===== config.mk =====
export PLATFORM = sky130hd
export DESIGN_NAME = scv_clk_vbl_gen
export DESIGN_NICKNAME = d
export VERILOG_FILES = /design/src/rtl/scv_timing_pkg.sv /design/src/rtl/scv_cp_phase_seq.sv /design/src/rtl/scv_clk_vbl_gen.sv
export SDC_FILE = /design/constraint.sdc
export NUM_CORES = 1
export LEC_CHECK = 0
export ABC_AREA = 1
export BUFFER_PORTS_ARGS = -buffer_cell sky130_fd_sc_hd__buf_2
export CAP_MARGIN = 20
export CORE_MARGIN = 4
export CORE_UTILIZATION = 35
export CTS_CLUSTER_DIAMETER = 30
export DETAILED_ROUTE_END_ITERATION = 12
export GPL_ROUTABILITY_DRIVEN = 0
export SLEW_MARGIN = 5
export SYNTH_ARGS = -nofsm -noshare
export SYNTH_HDL_FRONTEND = slang
export SYNTH_SLANG_ARGS = --single-unit

===== constraint.sdc =====
create_clock -name CLK -period 4.39 [get_ports CLK]
set_clock_uncertainty 0.1 [all_clocks]
set_input_delay 0.439 -clock CLK [delete_from_list [all_inputs] [get_ports CLK]]
set_output_delay 0.439 -clock CLK [all_outputs]
set_load 0.1 [all_outputs]

===== src/rtl/scv_timing_pkg.sv =====
// Shared timing definitions for the SCV clock / VBL generator: phase kinds,
// NTSC default VBL durations and the duration clamp helper.
package scv_timing_pkg;

    typedef enum logic [2:0] {
        PH_CP1P,
        PH_CP1N,
        PH_CP2P,
        PH_CP2N,
        PH_NONE
    } cp_phase_e;

    // NTSC VBL durations in master clocks (8 clocks per dot-group)
    localparam int unsigned VBL_LO_NTSC = 32'd120872;
    localparam int unsigned VBL_HI_NTSC = 32'd12464;

    localparam int unsigned DUR_W = 32;

    // A zero duration would stall the VBL counter forever; treat it as one clock.
    function automatic logic [DUR_W-1:0] clamp_dur(input logic [DUR_W-1:0] d);
        return (d == '0) ? DUR_W'(1) : d;
    endfunction

endpackage


===== src/rtl/scv_cp_phase_seq.sv =====
// uPD7801 CP1/CP2 phase sequencer: divides the master clock into CP_DIV
// phases and emits registered edge strobes and phase levels, freezable by stall.
module scv_cp_phase_seq
    import scv_timing_pkg::*;
#(
    parameter int unsigned CP_DIV = 4
) (
    input  logic clk,
    input  logic rst,
    input  logic stall,
    output logic cp1_posedge,
    output logic cp1_negedge,
    output logic cp2_posedge,
    output logic cp2_negedge,
    output logic cp1,
    output logic cp2
);

    localparam int unsigned Q  = CP_DIV / 4;
    localparam int unsigned PW = (CP_DIV > 2) ? $clog2(CP_DIV) : 1;
    localparam logic [PW-1:0] PH_LAST = PW'(CP_DIV - 1);
    localparam logic [PW-1:0] PH_Q    = PW'(Q);
    localparam logic [PW-1:0] PH_2Q   = PW'(2 * Q);
    localparam logic [PW-1:0] PH_3Q   = PW'(3 * Q);

    // ph holds the phase to be emitted on the next unstalled edge
    logic [PW-1:0] ph;
    logic [PW-1:0] ph_nxt;
    cp_phase_e     kind;
    logic          cp1p_nxt;
    logic          cp1n_nxt;
    logic          cp2p_nxt;
    logic          cp2n_nxt;
    logic          cp1_nxt;
    logic          cp2_nxt;

    always_ff @(posedge clk or posedge rst) begin
        if (rst) begin
            ph          <= '0;
            cp1_posedge <= 1'b0;
            cp1_negedge <= 1'b0;
            cp2_posedge <= 1'b0;
            cp2_negedge <= 1'b0;
            cp1         <= 1'b0;
            cp2         <= 1'b0;
        end else begin
            ph          <= ph_nxt;
            cp1_posedge <= cp1p_nxt;
            cp1_negedge <= cp1n_nxt;
            cp2_posedge <= cp2p_nxt;
            cp2_negedge <= cp2n_nxt;
            cp1         <= cp1_nxt;
            cp2         <= cp2_nxt;
        end
    end

    // Phase decode for the value about to be emitted
    always_comb begin
        kind = PH_NONE;
        if (ph == '0) begin
            kind = PH_CP1P;
        end else if (ph == PH_Q) begin
            kind = PH_CP1N;
        end else if (ph == PH_2Q) begin
            kind = PH_CP2P;
        end else if (ph == PH_3Q) begin
            kind = PH_CP2N;
        end
    end

    always_comb begin
        ph_nxt   = ph;
        cp1p_nxt = 1'b0;
        cp1n_nxt = 1'b0;
        cp2p_nxt = 1'b0;
        cp2n_nxt = 1'b0;
        cp1_nxt  = cp1;
        cp2_nxt  = cp2;
        if (!stall) begin
            ph_nxt   = (ph == PH_LAST) ? '0 : ph + PW'(1);
            cp1p_nxt = (kind == PH_CP1P);
            cp1n_nxt = (kind == PH_CP1N);
            cp2p_nxt = (kind == PH_CP2P);
            cp2n_nxt = (kind == PH_CP2N);
            cp1_nxt  = (ph < PH_2Q);
            cp2_nxt  = !(ph < PH_2Q);
        end
    end

endmodule


===== src/rtl/scv_clk_vbl_gen.sv =====
// SCV timing generator top: CPU phase strobes plus the VBL (INT2) level with
// run-time reloadable durations, rise strobe and frame counter.
module scv_clk_vbl_gen
    import scv_timing_pkg::*;
#(
    parameter int unsigned CP_DIV     = 4,
    parameter int unsigned TW         = 20,
    parameter int unsigned VBL_LO_DEF = VBL_LO_NTSC,
    parameter int unsigned VBL_HI_DEF = VBL_HI_NTSC,
    parameter int unsigned FW         = 16
) (
    input  logic          CLK,
    input  logic          RES,
    input  logic          STALL,
    input  logic [TW-1:0] CFG_LO,
    input  logic [TW-1:0] CFG_HI,
    input  logic          CFG_LOAD,
    output logic          CP1_POSEDGE,
    output logic          CP1_NEGEDGE,
    output logic          CP2_POSEDGE,
    output logic          CP2_NEGEDGE,
    output logic          CP1,
    output logic          CP2,
    output logic          VBL,
    output logic          VBL_RISE,
    output logic [FW-1:0] FRAME
);

    localparam logic [TW-1:0] LO_RST = TW'(VBL_LO_DEF);
    localparam logic [TW-1:0] HI_RST = TW'(VBL_HI_DEF);

    scv_cp_phase_seq #(
        .CP_DIV (CP_DIV)
    ) u_phase_seq (
        .clk         (CLK),
        .rst         (RES),
        .stall       (STALL),
        .cp1_posedge (CP1_POSEDGE),
        .cp1_negedge (CP1_NEGEDGE),
        .cp2_posedge (CP2_POSEDGE),
        .cp2_negedge (CP2_NEGEDGE),
        .cp1         (CP1),
        .cp2         (CP2)
    );

    logic [TW-1:0] vc;
    logic [TW-1:0] lo_act;
    logic [TW-1:0] hi_act;
    logic [TW-1:0] lo_shd;
    logic [TW-1:0] hi_shd;
    logic          pend;

    logic [TW-1:0] vc_nxt;
    logic [TW-1:0] lo_act_nxt;
    logic [TW-1:0] hi_act_nxt;
    logic [TW-1:0] lo_shd_nxt;
    logic [TW-1:0] hi_shd_nxt;
    logic          pend_nxt;
    logic          vbl_nxt;
    logic          vbl_rise_nxt;
    logic [FW-1:0] frame_nxt;
    logic [TW-1:0] dur_eff;
    logic          xfer;

    always_ff @(posedge CLK or posedge RES) begin
        if (RES) begin
            vc       <= '0;
            lo_act   <= LO_RST;
            hi_act   <= HI_RST;
            lo_shd   <= '0;
            hi_shd   <= '0;
            pend     <= 1'b0;
            VBL      <= 1'b0;
            VBL_RISE <= 1'b0;
            FRAME    <= '0;
        end else begin
            vc       <= vc_nxt;
            lo_act   <= lo_act_nxt;
            hi_act   <= hi_act_nxt;
            lo_shd   <= lo_shd_nxt;
            hi_shd   <= hi_shd_nxt;
            pend     <= pend_nxt;
            VBL      <= vbl_nxt;
            VBL_RISE <= vbl_rise_nxt;
            FRAME    <= frame_nxt;
        end
    end

    // vc counts edges spent in the current level; the level flips once it reaches the duration
    always_comb begin
        dur_eff = TW'(clamp_dur(DUR_W'(VBL ? hi_act : lo_act)));
        xfer    = (vc >= dur_eff);
    end

    always_comb begin
        vc_nxt       = vc + TW'(1);
        lo_act_nxt   = lo_act;
        hi_act_nxt   = hi_act;
        lo_shd_nxt   = lo_shd;
        hi_shd_nxt   = hi_shd;
        pend_nxt     = pend;
        vbl_nxt      = VBL;
        vbl_rise_nxt = 1'b0;
        frame_nxt    = FRAME;

        if (xfer) begin
            vc_nxt       = TW'(1);
            vbl_nxt      = !VBL;
            vbl_rise_nxt = !VBL;
            if (!VBL) begin
                frame_nxt = FRAME + FW'(1);
            end
            // Only a config captured before this edge takes effect here
            if (pend) begin
                lo_act_nxt = lo_shd;
                hi_act_nxt = hi_shd;
                pend_nxt   = 1'b0;
            end
        end

        // A load on a transition edge stays pending for the following transition
        if (CFG_LOAD) begin
            lo_shd_nxt = CFG_LO;
            hi_shd_nxt = CFG_HI;
            pend_nxt   = 1'b1;
        end
    end

endmodule


Word-level counts from Yosys, hierarchy flattened. Cells that the tools add are included.

$add $sub $neg: 3. Magnitude comparators: 2. Equality and inequality tests: 6. Muxes and demuxes: 15. Bitwise gates (word level): 1. Reductions and logical operators: 8.

Operator list (number): two-way mux 20 bit (3); logical NOT 32 bit (1); adder 20 x 1 -> 20 bit, second input constant (1); >= comparator 20 bit (1); adder 16 x 1 -> 16 bit, second input constant (1); two-way mux 3 bit (4); two-way mux 1 bit (7); equality test 3 x 2 -> 1 bit, second input constant (2); equality test 2 bit, second input constant (2); AND reduction 2 bit (2); equality test 3 x 1 -> 1 bit, second input constant (1); logical NOT 3 bit (1); adder 2 x 1 -> 2 bit, second input constant (1); equality test 2 x 1 -> 1 bit, second input constant (1); logical NOT 1 bit (2); logical NOT 2 bit (1); less-than comparator 2 bit, second input constant (1); two-way mux 2 bit (1); nonzero test 2 bit (1); inverter 1 bit (1).

Register bits after elaboration: 127. Input bits: 44. Output and inout bits: 24. Word-level logic and storage cells: 51.

Depth between registers and ports, before layout.
Word-level depth: 7. Gate-level depth with buffers: 21. Mapped depth without buffers: 18.

Hierarchy. Synthesis repeated with hierarchy kept, for this count alone.

Cells, all modules: 766. Area total of the unflattened synthesis: 6299.8 µm².

By module, submodules not included: scv_clk_vbl_gen (instances 1, cells each 731, area an instance 5945.7 µm², sequential area each 2992.9 µm²); scv_cp_phase_seq (instances 1, cells each 35, area an instance 354.1 µm², sequential area each 200.2 µm²).

Least setup slack after synthesis. Ideal clock, no wire load.

Kind: flip-flop to flip-flop. Start: register VBL. End: register FRAME[14]. Setup time: 0.122 ns. Arrival time: 3.049 ns. Required time: 4.168 ns. Path slack: 1.119 ns. Stages on the path, launching flop included: 19. Path buffers: 4. Period minus slack after synthesis: 3.271 ns. Path through: dfrtp_1 buf_2 buf_2 mux2i_1 nand2_1 nor3_1 nand3_1 nand2_1 ha_1 nand2_1 nor2_1 nand2_1 nor2_1 nand2_1 nand4_4 buf_8 buf_8 nand3_1 nand2_1.

Cells in the longest elaborated chain, start to end: 5. Elaborated cells on any way between the ends: 6. Classes of those cells: order compare: 1; mux: 2; bitwise: 1; reduce/logical: 2.

Ends and longest elaborated chain: start: declaration (RTL line scv_clk_vbl_gen.sv:24) `output logic VBL,`; start signal: assignment (RTL line scv_clk_vbl_gen.sv:83) `VBL <= vbl_nxt;`; two-way mux 20 bit (RTL line scv_clk_vbl_gen.sv:91) `dur_eff = TW'(clamp_dur(DUR_W'(VBL ? hi_act : lo_act)));`; logical NOT 32 bit (RTL line scv_timing_pkg.sv:21) `return (d == '0) ? DUR_W'(1) : d;`; two-way mux 20 bit (RTL line scv_timing_pkg.sv:21); >= comparator 20 bit (RTL line scv_clk_vbl_gen.sv:92) `xfer = (vc >= dur_eff);`; AND reduction 2 bit (no line) (*); end signal: assignment (RTL line scv_clk_vbl_gen.sv:85) `FRAME <= frame_nxt;`; end: declaration (RTL line scv_clk_vbl_gen.sv:26) `output logic [FW-1:0] FRAME`.

Mark *: on every way between the ends. The rest lies on a longest branch, timed or not. A chain may end at the register's enable or synchronous reset.

Final worst setup path.
Start: register VBL. End: register VBL.

Cells in the longest elaborated chain, start to end: 4. Elaborated cells on any way between the ends: 5. Classes of those cells: order compare: 1; mux: 2; reduce/logical: 2.

Ends and longest elaborated chain (RTL line): two-way mux 20 bit (scv_clk_vbl_gen.sv:91); logical NOT 32 bit (scv_timing_pkg.sv:21); two-way mux 20 bit (scv_timing_pkg.sv:21); >= comparator 20 bit (scv_clk_vbl_gen.sv:92).

Several ways; a longest one is shown, not always the timed one.

==> impl_summary.log <==
INFO  metric status = finished, final reports clean
INFO  metric drt-pass1-iter-count = 5
INFO  metric power.net_switching = 1.15 mW
INFO  metric ys_seq_area_frac = 0.498
INFO  metric post_cts_hold_buffer_count = 0
INFO  metric drc_errors = 0
INFO  metric yosys.area.top_type = dfrtp_1
INFO  metric clock_path_buffers = 2
INFO  metric most_frequent_cells_in_the_layout = nand2_1, dfrtp_1, buf_2
INFO  metric synth.ff_latch_count = 127
INFO  metric synth_cell_types = 31
INFO  metric die_h = 143 um
INFO  metric rsz0062_at_grt = false
INFO  metric placedCellCount = 1060
INFO  metric post-dp-hpwl = 10200 um
INFO  metric nNetsFinal = 920
INFO  metric boundaryPins = 68
INFO  metric setup_slack = 0.750 ns
INFO  metric cts_htree_levels = 4
INFO  metric synthesis.instances = 788
INFO  metric crit_path_max_incr_delay = 0.72 ns
INFO  metric post_drt_via_cell_ratio = 4.60
INFO  metric ys_warn_count = 0
INFO  metric port_buffers = 67
INFO  metric timing.final.crit_period = 3.64 ns
INFO  metric vias = 5020
INFO  metric hold_viol_final = 0
INFO  metric final-setup-viol-count = 0
INFO  metric total_leakage_power = 4.10 nW
INFO  metric p_per_area = 462 nW/um^2
INFO  metric critPathCaptureType = flip-flop
INFO  metric worst_hold_path_type = in2async
INFO  metric total_die_area = 20600 sq um
INFO  metric core_area = 18000 sq um
INFO  metric post_cts_resize_count = 0
INFO  metric report.power.total = 3.48 mW
INFO  metric cap_viol_max_count = 0
INFO  metric detail-route-antenna-nets = 0
INFO  metric critical_path.reg2reg.startpoint = VBL
INFO  metric holdWs = 0.0590 ns
INFO  metric gr-total-overflow = 0
INFO  metric insertedDiodeCount = 0
INFO  metric timing.setup.tns = 0 ns
INFO  metric areaGrowthSynthToFinish = 17.2%
INFO  metric critical-path-slowest-cell = dfrtp_1
INFO  metric cts_buffers = 17
INFO  metric floorplan.rows = 49
INFO  metric maximum_number_of_pins_on_one_net_before_global_route_repair = 62
INFO  metric cts_sinks = 127
INFO  metric synth.top_cells.by_area = dfrtp_1, nand2_1, ha_1, dfstp_2, nand3_1
INFO  metric final_area = 7520 sq um
INFO  metric seqPwrFrac = 0.406
INFO  metric netSwitchingFraction = 0.330
INFO  metric clock.fmax = 275 MHz
INFO  metric finalCritPeriodShare = 0.829
INFO  metric grt_pass1_wl = 23900 um
INFO  metric clkSlewWorstSetupHoldPaths = 0.06 ns
INFO  metric tightest_slew = 0.731 ns
INFO  metric maxSlewViolCount = 0
INFO  metric clockRootBuffer = clkbuf_16
INFO  metric grtUsageTotal = 0.145
INFO  metric r2r_end = VBL
INFO  metric antenna_violations_before_repair = 0
INFO  metric relSlewSlack = 0.512
INFO  metric floorplan.initialDensity = 0.356
INFO  metric cp.arrival = 3.83 ns
INFO  metric postSynthNetCount = 858
INFO  metric share_clk_of_total_power = 0.388
INFO  metric synth_top_area_frac = 0.448
INFO  metric finish.utilization = 0.417
INFO  metric final_common_cell = nand2_1
INFO  metric synthesis.area_per_instance = 8.14 sq um
INFO  metric drt_iter0_drc = 244
INFO  metric peak_fanout_along_the_critical_path = 30
INFO  metric clk_latency = 0.42 ns
INFO  metric syn-cell-area = 6420 sq um
INFO  metric avgRoutedWirePerCell = 13.0 um
INFO  metric cts_tree = built
INFO  metric reg2reg_depth = 16
INFO  metric fill_cells = 1874
INFO  metric die_w = 143 um
INFO  metric worst_ep_required_time = 4.58 ns
INFO  metric timing.critical_path.cells = buf_4 -> mux2i_1 -> nand4_1 -> nor2_1 -> nand3_1 -> nand2_1 -> ha_1 -> nand2_1 -> nor2_1 -> nand2_1 -> nor2_1 -> nand2_1 -> nand4_4 -> buf_4 -> nand2_4 -> nand2_1
INFO  metric power.combinational.fraction = 0.205
INFO  metric final_layout_size_suffix_gt1_frac = 0.159
INFO  metric max-vdd-ir-drop = 0.000318 V
INFO  metric critPathMostFrequentCell = nand2_1
INFO  metric setup.worst_path.start_class = flip-flop
INFO  metric via_count_of_the_first_global_routing_pass = 4903
INFO  metric place_area = 6950 sq um
INFO  metric setup.reg_to_reg.worst_slack = 0.75 ns
INFO  metric layout.cells.non_filler = 1092
INFO  metric p_int = 2.33 mW
INFO  metric dp_slack = 0.769 ns
INFO  metric cts_post_setup_buffers_inserted = 0
INFO  metric crit_type = reg2reg
INFO  metric wl = 14200 um
[registers in the layout, indices dropped and copies added, names as in the netlist]
signal	flops
hi_act	20
hi_shd	20
lo_act	20
lo_shd	20
vc	20
FRAME	16
u_phase_seq.ph	2
VBL	1
VBL_RISE	1
pend	1
u_phase_seq.cp1	1
u_phase_seq.cp1_negedge	1
u_phase_seq.cp1_posedge	1
u_phase_seq.cp2	1
u_phase_seq.cp2_negedge	1
u_phase_seq.cp2_posedge	1
[power groups by stage]
stage / Combinational [mW] / Sequential [mW] / Clock [mW]
final: 0.714 / 1.41 / 1.35
after global routing: 0.821 / 1.43 / 1.44
after CTS: 0.723 / 1.41 / 1.38
after detailed placement: 0.719 / 1.43 / 0
after global placement: 0.704 / 1.43 / 0
after floorplan: 0.452 / 1.52 / 0
[routing by layer]
metal / part of all wire / wire, um / global-route usage
met2: 0.47 / 6640 / 0.232
met4: 0.015 / 209 / 0.0500
met1: 0.47 / 6650 / 0.196
met3: 0.048 / 679 / 0.0326
met5: 0 / 0 / 0
[cell usage after synthesis]
library cell    n
nand4_4         1
dfstp_2        12
nand3_2         8
o21ai_0        11
buf_4           1
buf_2          13
a21oi_2         1
inv_1          60
nand3_1        63
nor2_4          1
mux2i_1        12
nand2_2         2
nand2_1       334
nor3b_1         1
nor2_2          2
nor3_2          1
nand2_4         1
ha_1           26
nor3_1         15
clkbuf_1       15
a21o_1          1
o21bai_1        2
xnor2_1         4
nand4_1        11
dfrtp_1       115
buf_6           2
and2_1          1
buf_8           2
a21oi_1         6
xor2_1         19
nor2_1         45
[final cells by class]
class                   instances  area, sq um  area share
flip-flops and latches        127         3190       0.425
multi-input cells             568         2820       0.375
clock buffers                  19          443      0.0589
repair buffers                 76          423      0.0562
well taps                     229          287      0.0381
inverters                      60          228      0.0303
clock inverters                13          129      0.0171
[worst max-delay path by stage]
stage	to	startpoint	cells past startpoint
final	VBL	VBL	16
after global routing	VBL	VBL	16
after CTS	VBL	VBL	16
after detailed placement	VBL	VBL	16
after global placement	VBL	VBL	16
after floorplan	FRAME[0]	RES	1
[cells by family after synthesis]
logic type	count (synthesis)	synth area share
compound gates	21	0.0181
xor+xnor	23	0.0314
fa+ha+maj	26	0.0507
buf+inv	93	0.0634
flops	127	0.498
mux	12	0.0187
simple gates	486	0.320
[worst max-delay path: cells and delay by family, from the launching register on]
kind	cells	cell delay [ns]
buf+inv	2	0.71
flops	1	0.72
simple gates	12	1.44
fa+ha+maj	1	0.23
mux	1	0.31
(Power assumes the default switching activity.)
